==> src/rtl/mult_seq_param_if.sv <==
// mult_seq_param_if: operand/result bundle between a requester and the sequential multiplier
interface mult_seq_param_if #(
  parameter int WIDTH  = 32,
  parameter int DIGITS = 2
);
  logic                 start;
  logic                 signed_mode;
  logic [WIDTH-1:0]     multiplier;
  logic [WIDTH-1:0]     multiplicand;
  logic [2*WIDTH-1:0]   product;
  logic                 busy;
  logic                 done;
  logic [7*DIGITS-1:0]  hex;
  modport master (
    output start, signed_mode, multiplier, multiplicand,
    input  product, busy, done, hex
  );
  modport slave (
    input  start, signed_mode, multiplier, multiplicand,
    output product, busy, done, hex
  );
endinterface

==> src/rtl/mult_seq_param.sv <==
// mult_seq_param: radix-2 shift-add multiplier, one bit per cycle, sign-magnitude signed mode, seven-segment readout
module mult_seq_param #(
  parameter int WIDTH  = 32,
  parameter int DIGITS = 2
) (
  input  logic           clk,
  input  logic           rst,
  mult_seq_param_if.slave bus
);
  localparam int CW = (WIDTH > 1) ? $clog2(WIDTH) : 1;
  typedef enum logic [1:0] {IDLE, RUN, DONE} state_t;
  state_t               state_q, state_d;
  logic [CW-1:0]        cnt_q, cnt_d;
  logic [2*WIDTH-1:0]   acc_q, acc_d, mcand_q, mcand_d, product_q, product_d, acc_sum;
  logic [WIDTH-1:0]     mplier_q, mplier_d, a_mag, b_mag;
  logic                 neg_q, neg_d;
  function automatic logic [6:0] seg7(input logic [3:0] n);
    case (n)
      4'h0: seg7 = 7'b1000000;
      4'h1: seg7 = 7'b1111001;
      4'h2: seg7 = 7'b0100100;
      4'h3: seg7 = 7'b0110000;
      4'h4: seg7 = 7'b0011001;
      4'h5: seg7 = 7'b0010010;
      4'h6: seg7 = 7'b0000010;
      4'h7: seg7 = 7'b1111000;
      4'h8: seg7 = 7'b0000000;
      4'h9: seg7 = 7'b0010000;
      4'hA: seg7 = 7'b0001000;
      4'hB: seg7 = 7'b0000011;
      4'hC: seg7 = 7'b1000110;
      4'hD: seg7 = 7'b0100001;
      4'hE: seg7 = 7'b0000110;
      default: seg7 = 7'b0001110;
    endcase
  endfunction
  // Signed operands are multiplied as magnitudes; the sign is reapplied to the final sum.
  assign a_mag   = (bus.signed_mode && bus.multiplier[WIDTH-1]) ? -bus.multiplier : bus.multiplier;
  assign b_mag   = (bus.signed_mode && bus.multiplicand[WIDTH-1]) ? -bus.multiplicand : bus.multiplicand;
  assign acc_sum = acc_q + (mplier_q[0] ? mcand_q : '0);
  // Next state: accept start outside RUN, otherwise iterate and publish on the last bit.
  always_comb begin
    state_d   = state_q;
    cnt_d     = cnt_q;
    acc_d     = acc_q;
    mcand_d   = mcand_q;
    mplier_d  = mplier_q;
    neg_d     = neg_q;
    product_d = product_q;
    if (state_q != RUN && bus.start) begin
      state_d  = RUN;
      cnt_d    = '0;
      acc_d    = '0;
      mcand_d  = {{WIDTH{1'b0}}, b_mag};
      mplier_d = a_mag;
      neg_d    = bus.signed_mode & (bus.multiplier[WIDTH-1] ^ bus.multiplicand[WIDTH-1]);
    end else if (state_q == RUN) begin
      acc_d    = acc_sum;
      mcand_d  = mcand_q << 1;
      mplier_d = mplier_q >> 1;
      cnt_d    = cnt_q + CW'(1);
      if (cnt_q == CW'(WIDTH - 1)) begin
        state_d   = DONE;
        product_d = neg_q ? -acc_sum : acc_sum;
      end
    end else begin
      state_d = IDLE;
    end
  end
  // State registers with asynchronous active-low clear.
  always_ff @(posedge clk or negedge rst) begin
    if (!rst) begin
      state_q   <= IDLE;
      cnt_q     <= '0;
      acc_q     <= '0;
      mcand_q   <= '0;
      mplier_q  <= '0;
      neg_q     <= 1'b0;
      product_q <= '0;
    end else begin
      state_q   <= state_d;
      cnt_q     <= cnt_d;
      acc_q     <= acc_d;
      mcand_q   <= mcand_d;
      mplier_q  <= mplier_d;
      neg_q     <= neg_d;
      product_q <= product_d;
    end
  end
  assign bus.product = product_q;
  assign bus.busy    = (state_q == RUN);
  assign bus.done    = (state_q == DONE);
  for (genvar i = 0; i < DIGITS; i++) begin : g_hex
    assign bus.hex[7*i +: 7] = seg7(product_q[4*i +: 4]);
  end
endmodule

==> src/flat_wrapper.sv <==
// flat-port wrapper written by rule: the top's interface ports become plain ports
module mult_seq_param_flat 
#(
  parameter int WIDTH  = 32,
  parameter int DIGITS = 2
)
  (clk, rst, bus_start, bus_signed_mode, bus_multiplier, bus_multiplicand, bus_product, bus_busy, bus_done, bus_hex);
  mult_seq_param_if #(.WIDTH(WIDTH), .DIGITS(DIGITS)) bus_i ();
  input  logic clk;
  input  logic rst;
  input wire logic [$bits(bus_i.start)-1:0] bus_start;
  input wire logic [$bits(bus_i.signed_mode)-1:0] bus_signed_mode;
  input wire logic [$bits(bus_i.multiplier)-1:0] bus_multiplier;
  input wire logic [$bits(bus_i.multiplicand)-1:0] bus_multiplicand;
  output wire logic [$bits(bus_i.product)-1:0] bus_product;
  output wire logic [$bits(bus_i.busy)-1:0] bus_busy;
  output wire logic [$bits(bus_i.done)-1:0] bus_done;
  output wire logic [$bits(bus_i.hex)-1:0] bus_hex;
  assign bus_i.start = bus_start;
  assign bus_i.signed_mode = bus_signed_mode;
  assign bus_i.multiplier = bus_multiplier;
  assign bus_i.multiplicand = bus_multiplicand;
  assign bus_product = bus_i.product;
  assign bus_busy = bus_i.busy;
  assign bus_done = bus_i.done;
  assign bus_hex = bus_i.hex;
  mult_seq_param #(.WIDTH(WIDTH), .DIGITS(DIGITS)) u_core (.clk(clk), .rst(rst), .bus(bus_i));
endmodule
==> config.mk <==
export PLATFORM = sky130hd
export DESIGN_NAME = mult_seq_param_flat
export DESIGN_NICKNAME = d
export VERILOG_FILES = /design/src/rtl/mult_seq_param_if.sv /design/src/rtl/mult_seq_param.sv /design/src/flat_wrapper.sv
export SDC_FILE = /design/constraint.sdc
export NUM_CORES = 1
export LEC_CHECK = 0
export ABC_AREA = 1
export CORE_UTILIZATION = 30
export DETAILED_ROUTE_END_ITERATION = 8
export PLACE_DENSITY = 0.57
export SETUP_SLACK_MARGIN = 0.1
export SYNTH_ARGS = -nofsm -noshare
export SYNTH_HDL_FRONTEND = slang
export SYNTH_SLANG_ARGS = --single-unit
==> constraint.sdc <==
create_clock -name clk -period 3.8 [get_ports clk]
set_clock_uncertainty 0.05 [all_clocks]
set_input_delay 1.14 -clock clk [delete_from_list [all_inputs] [get_ports clk]]
set_output_delay 1.14 -clock clk [all_outputs]
set_load 0.01 [all_outputs]
==> results summary <==
After the last flow step, the layout net total stands at 3505. In this run the number of H-tree levels came out at 1. The worst-case clock buffer depth came out at 3. In the routed design, unresolved DRC markers number 0. The fraction of synthesis flops using an asynchronous set or reset pin came out at 1.00. The cell area after synthesis is 19500 sq um. The number of cells traversed by the worst register-to-register path came out at 26.

The number of enable flip-flop cells after synthesis came out at 0. TritonCTS built the clock tree. The met2 demand-to-capacity share in global routing is 0.304. The cell sitting at the root of the clock tree is a sky130_fd_sc_hd__clkbuf_16. The fraction of synthesized cell area taken by the top area cell type came out at 0.298. The wire length of the first global-routing pass came out at 104000 microns.

The endpoint of the lowest-slack register-to-register path is u_core.bus.product[57]. The synthesized instance count came out at 3130. The reg-to-reg setup timing slack is 280 ps.

The longest individual stage delay on the worst path came out at 520 ps. The routed design has 66600 microns of wire. The adder-cell share of the synthesized area is 0.0524. After synthesis, the share of cell area in mux cells is 0. Summed over all instances, the cell type with the most area after synthesis is sky130_fd_sc_hd__dfrtp_1. Detailed placement finished with a half-perimeter wire length of 52900 microns. Of the total synthesized cell area, the portion taken by XOR and XNOR cells is 0.0333. The worst endpoint required time is 2610 ps.

The cell area power density is 805 nW/um^2. The final weighted congestion of routability-driven global placement is 0.940. The number of nets in the synthesized netlist is 3279. In this run the worst path has a maximum fanout of 7. The maximum achievable frequency is 282 MHz. The clock latency on the worst-skew pair came out at 610 ps. Max-cap violations in this run came to 0.

The worst-case setup slack after placement came out at -9.15 ps. The total clock buffers created by CTS came out at 30. The die is 257 microns wide. At the end of the flow the core is filled with cells to 0.384. The share of final-layout standard cells stronger than drive strength 1 came out at 0.161. The actual slew at the worst max-slew pin came out at 938 ps. The core outline area came out at 64300 sq um. Subtracting the final worst setup slack from the clock period gives 3550 ps.

In the synthesized netlist the dominant register cell turns out to be sky130_fd_sc_hd__dfrtp_1. The total buffers and inverters traversed by the critical path came out at 2. The busiest metal layer after global routing is met2. The final max-slew violation count came out at 0. The number of placed cells counting well taps came out at 4170. The compound-cell area share of the yosys netlist came out at 0.125.

Traced cell by cell, the critical path runs through inv_1 > ha_1 > a21oi_1 > o21ai_0 > nand2_1 > clkdlybuf4s50_1. Setup repair after global routing could not meet its margin everywhere. The overall overflow remaining after global route is 0.

The count of buffers from port buffering came out at 147. The start-to-end type of the worst setup path is flop to primary output. The number of hold violations in the final report is 0. The number of detailed-route iterations in the first pass is 5. The overall power came out at 19.9 mW.

The final critical-path setup slack came out at 249 ps. The worst register-to-register path begins at u_core.mplier_q[0]. The die height is 257 microns. The total of flip-flops plus latches after synthesis came out at 232. The routed via count came out at 20218. After clock tree synthesis, the clock-pin slew on the worst setup and hold paths is 60 ps.

The layout has 6930 filler cells. The final-report setup violation count came out at 0. After detailed routing, the number of vias per cell comes to 4.77. The number of standard-cell rows in the floorplan came out at 93.

The met3 demand-to-capacity share in global routing is 0.0292. The number of hold buffers added after cts came out at 0. The number of antenna violations at the first check in global routing is 4. The leakage component of the power came out at 12.3 nW. In this run the tightest slew margin relative to its limit is 0.375. The dominant combinational cell family by area after synthesis is simple AND/OR/NAND/NOR gates. The routed wirelength normalized by instance count is 15.7 microns. The number of different library cells used by synthesis comes to 51. In the post-synthesis netlist, the biggest area contributors are sky130_fd_sc_hd__dfrtp_1 30%, sky130_fd_sc_hd__nand2_1 22%, sky130_fd_sc_hd__inv_1 10%. The peak supply drop is 0.000392 V. Entering global routing, the biggest net connects 97 pins.

The per-instance average area after synthesis is 6.22 sq um. The share of the clock period used by the worst path after layout is 0.934. The final standard cell count with taps included and fillers excluded came out at 4238. The min-delay analysis places its worst path in the category input pin to async pin. The share of the Yosys chip area taken by registers is 0.298. The endpoint kind of the worst setup timing path is a primary output.

The number of placed I/O pins is 148. The remaining antenna violation count came out at 0. The number of DRC violations after detailed-routing iteration 0 is 1473. STA classifies the critical path startpoint as a flop.

The signal arrival time at the worst endpoint came out at 2360 ps. The area of the die is 66000 sq um. The clock drives 232 sinks. The number of global-route vias before repair came out at 18899. The met1 capacity usage during global routing is 0.289. The share of synthesized cell area in and, or, nand and nor gates is 0.369. The layout overhead on the synthesized area came out at 26.9%. The library cell contributing the largest single delay on the critical path is sky130_fd_sc_hd__clkdlybuf4s50_1. The initial core utilization came out at 0.303.

The gate family responsible for the most delay along the worst path is buffers and inverters. The number of synthesis warnings is 0. The run finished with clean final reports.

The global-route usage over all layers came out at 0.199.
cells by family after synthesis:
group / Yosys count
compound gates: 415
fa+ha+maj: 81
buf+inv: 629
xor+xnor: 72
simple gates: 1701
flops: 232
where the power goes:
group	leakage, nW	total [mW]	switching [mW]	internal [mW]
Sequential	2.96	4.43	0.861	3.57
Clock	0.473	2.83	1.20	1.62
Combinational	8.87	12.6	7.86	4.77
Total	12.3	19.9	9.93	9.97
layout by cell type (no fill, tap or decap), types with 8 or more instances in the layout:
cell type                         count
sky130_fd_sc_hd__a21oi_1             90
sky130_fd_sc_hd__a21oi_2             15
sky130_fd_sc_hd__buf_4              119
sky130_fd_sc_hd__clkbuf_1             8
sky130_fd_sc_hd__clkbuf_16           30
sky130_fd_sc_hd__clkdlybuf4s50_1    146
sky130_fd_sc_hd__dfrtp_1            228
sky130_fd_sc_hd__ha_1                37
sky130_fd_sc_hd__ha_2                24
sky130_fd_sc_hd__ha_4                19
sky130_fd_sc_hd__inv_1              525
sky130_fd_sc_hd__inv_2               24
sky130_fd_sc_hd__nand2_1           1055
sky130_fd_sc_hd__nand2_2            111
sky130_fd_sc_hd__nand2_4             18
sky130_fd_sc_hd__nand3_1            148
sky130_fd_sc_hd__nand3_2             23
sky130_fd_sc_hd__nand3b_1            12
sky130_fd_sc_hd__nand4_1             33
sky130_fd_sc_hd__nor2_1             151
sky130_fd_sc_hd__nor2_2              77
sky130_fd_sc_hd__nor2_4              32
sky130_fd_sc_hd__nor3_1              21
sky130_fd_sc_hd__o211ai_1            12
sky130_fd_sc_hd__o21ai_0            177
sky130_fd_sc_hd__o21ai_1             11
sky130_fd_sc_hd__o221ai_1            42
sky130_fd_sc_hd__o22ai_1             37
sky130_fd_sc_hd__xnor2_1             27
sky130_fd_sc_hd__xor2_1              41
cell usage after synthesis (4+ instances only):
library cell,number
sky130_fd_sc_hd__clkinv_1,4
sky130_fd_sc_hd__xor2_1,43
sky130_fd_sc_hd__xnor2_1,28
sky130_fd_sc_hd__o211ai_1,12
sky130_fd_sc_hd__nor2_1,233
sky130_fd_sc_hd__nand3_2,9
sky130_fd_sc_hd__o21ai_0,179
sky130_fd_sc_hd__buf_1,4
sky130_fd_sc_hd__nand2_4,6
sky130_fd_sc_hd__o21bai_1,6
sky130_fd_sc_hd__o21ai_2,4
sky130_fd_sc_hd__nand3b_1,12
sky130_fd_sc_hd__buf_4,4
sky130_fd_sc_hd__clkbuf_1,66
sky130_fd_sc_hd__nor3_1,23
sky130_fd_sc_hd__nor2_4,14
sky130_fd_sc_hd__a21oi_2,4
sky130_fd_sc_hd__o22ai_1,37
sky130_fd_sc_hd__nand4_1,33
sky130_fd_sc_hd__ha_1,80
sky130_fd_sc_hd__a21oi_1,103
sky130_fd_sc_hd__inv_1,530
sky130_fd_sc_hd__o21ai_1,10
sky130_fd_sc_hd__nand2_1,1128
sky130_fd_sc_hd__inv_2,19
sky130_fd_sc_hd__nand2_2,50
sky130_fd_sc_hd__dfrtp_1,232
sky130_fd_sc_hd__nor2_2,13
sky130_fd_sc_hd__nor4_1,8
sky130_fd_sc_hd__o221ai_1,42
sky130_fd_sc_hd__nand3_1,165
layout make-up:
type	instances	area, sq um	area share
Clock buffer	43	850	0.0344
Clock inverter	12	110	0.00445
Inverter	553	2080	0.0840
Tap cell	855	1070	0.0433
Sequential cell	232	5810	0.235
Antenna cell	4	10.0	0.000405
Timing Repair Buffer	270	2450	0.0991
Multi-Input combinational cell	2269	12300	0.499
timing repair:
item / CTS / global route
pin swaps: 1 / 18
gates resized for setup: 7 / 283
setup endpoints to repair: 12 / 41
gates cloned: 0 / 0
buffers inserted: 0 / 9
how the worst max path moves through the flow:
stage,startpoint,endpoint,slack (ps),depth (start not counted)
floorplan,u_core.mplier_q[0],u_core.bus.product[52],270,25
global placement,bus_multiplier[0],u_core.mplier_q[28],50,15
detailed placement,bus_multiplier[1],u_core.mplier_q[30],-9,15
CTS,u_core.mplier_q[0],u_core.bus.product[60],100,24
global route,u_core.mplier_q[0],u_core.bus.product[57],-4,26
finish,u_core.bus.product[5],bus_hex[10],250,6
sequential cells by signal, indices dropped and copies added (netlist names):
name	count
u_core.state_q	2
u_core.mcand_q	64
u_core.bus.product	64
u_core.acc_q	64
u_core.mplier_q	32
u_core.cnt_q	5
u_core.neg_q	1
layer usage:
layer	vias to the layer above	wire [microns]
li1	10281	-
met1	9313	32100
met5	-	13
met4	2	1690
met2	522	28400
met3	100	4390
through the flow:
| step | hold slack [ps] | TNS, ps | cell area, sq um |
|---|---|---|---|
| 2_1_floorplan | 403 | 0 | 19500 |
| 3_3_place_gp | 416 | 0 | 22600 |
| 3_5_place_dp | 415 | -9.15 | 22600 |
| 4_1_cts | 411 | 0 | 23600 |
| 5_1_grt | 434 | -3.52 | 24700 |
| 6_report | 404 | 0 | 24700 |
(Power assumes the default switching activity.)
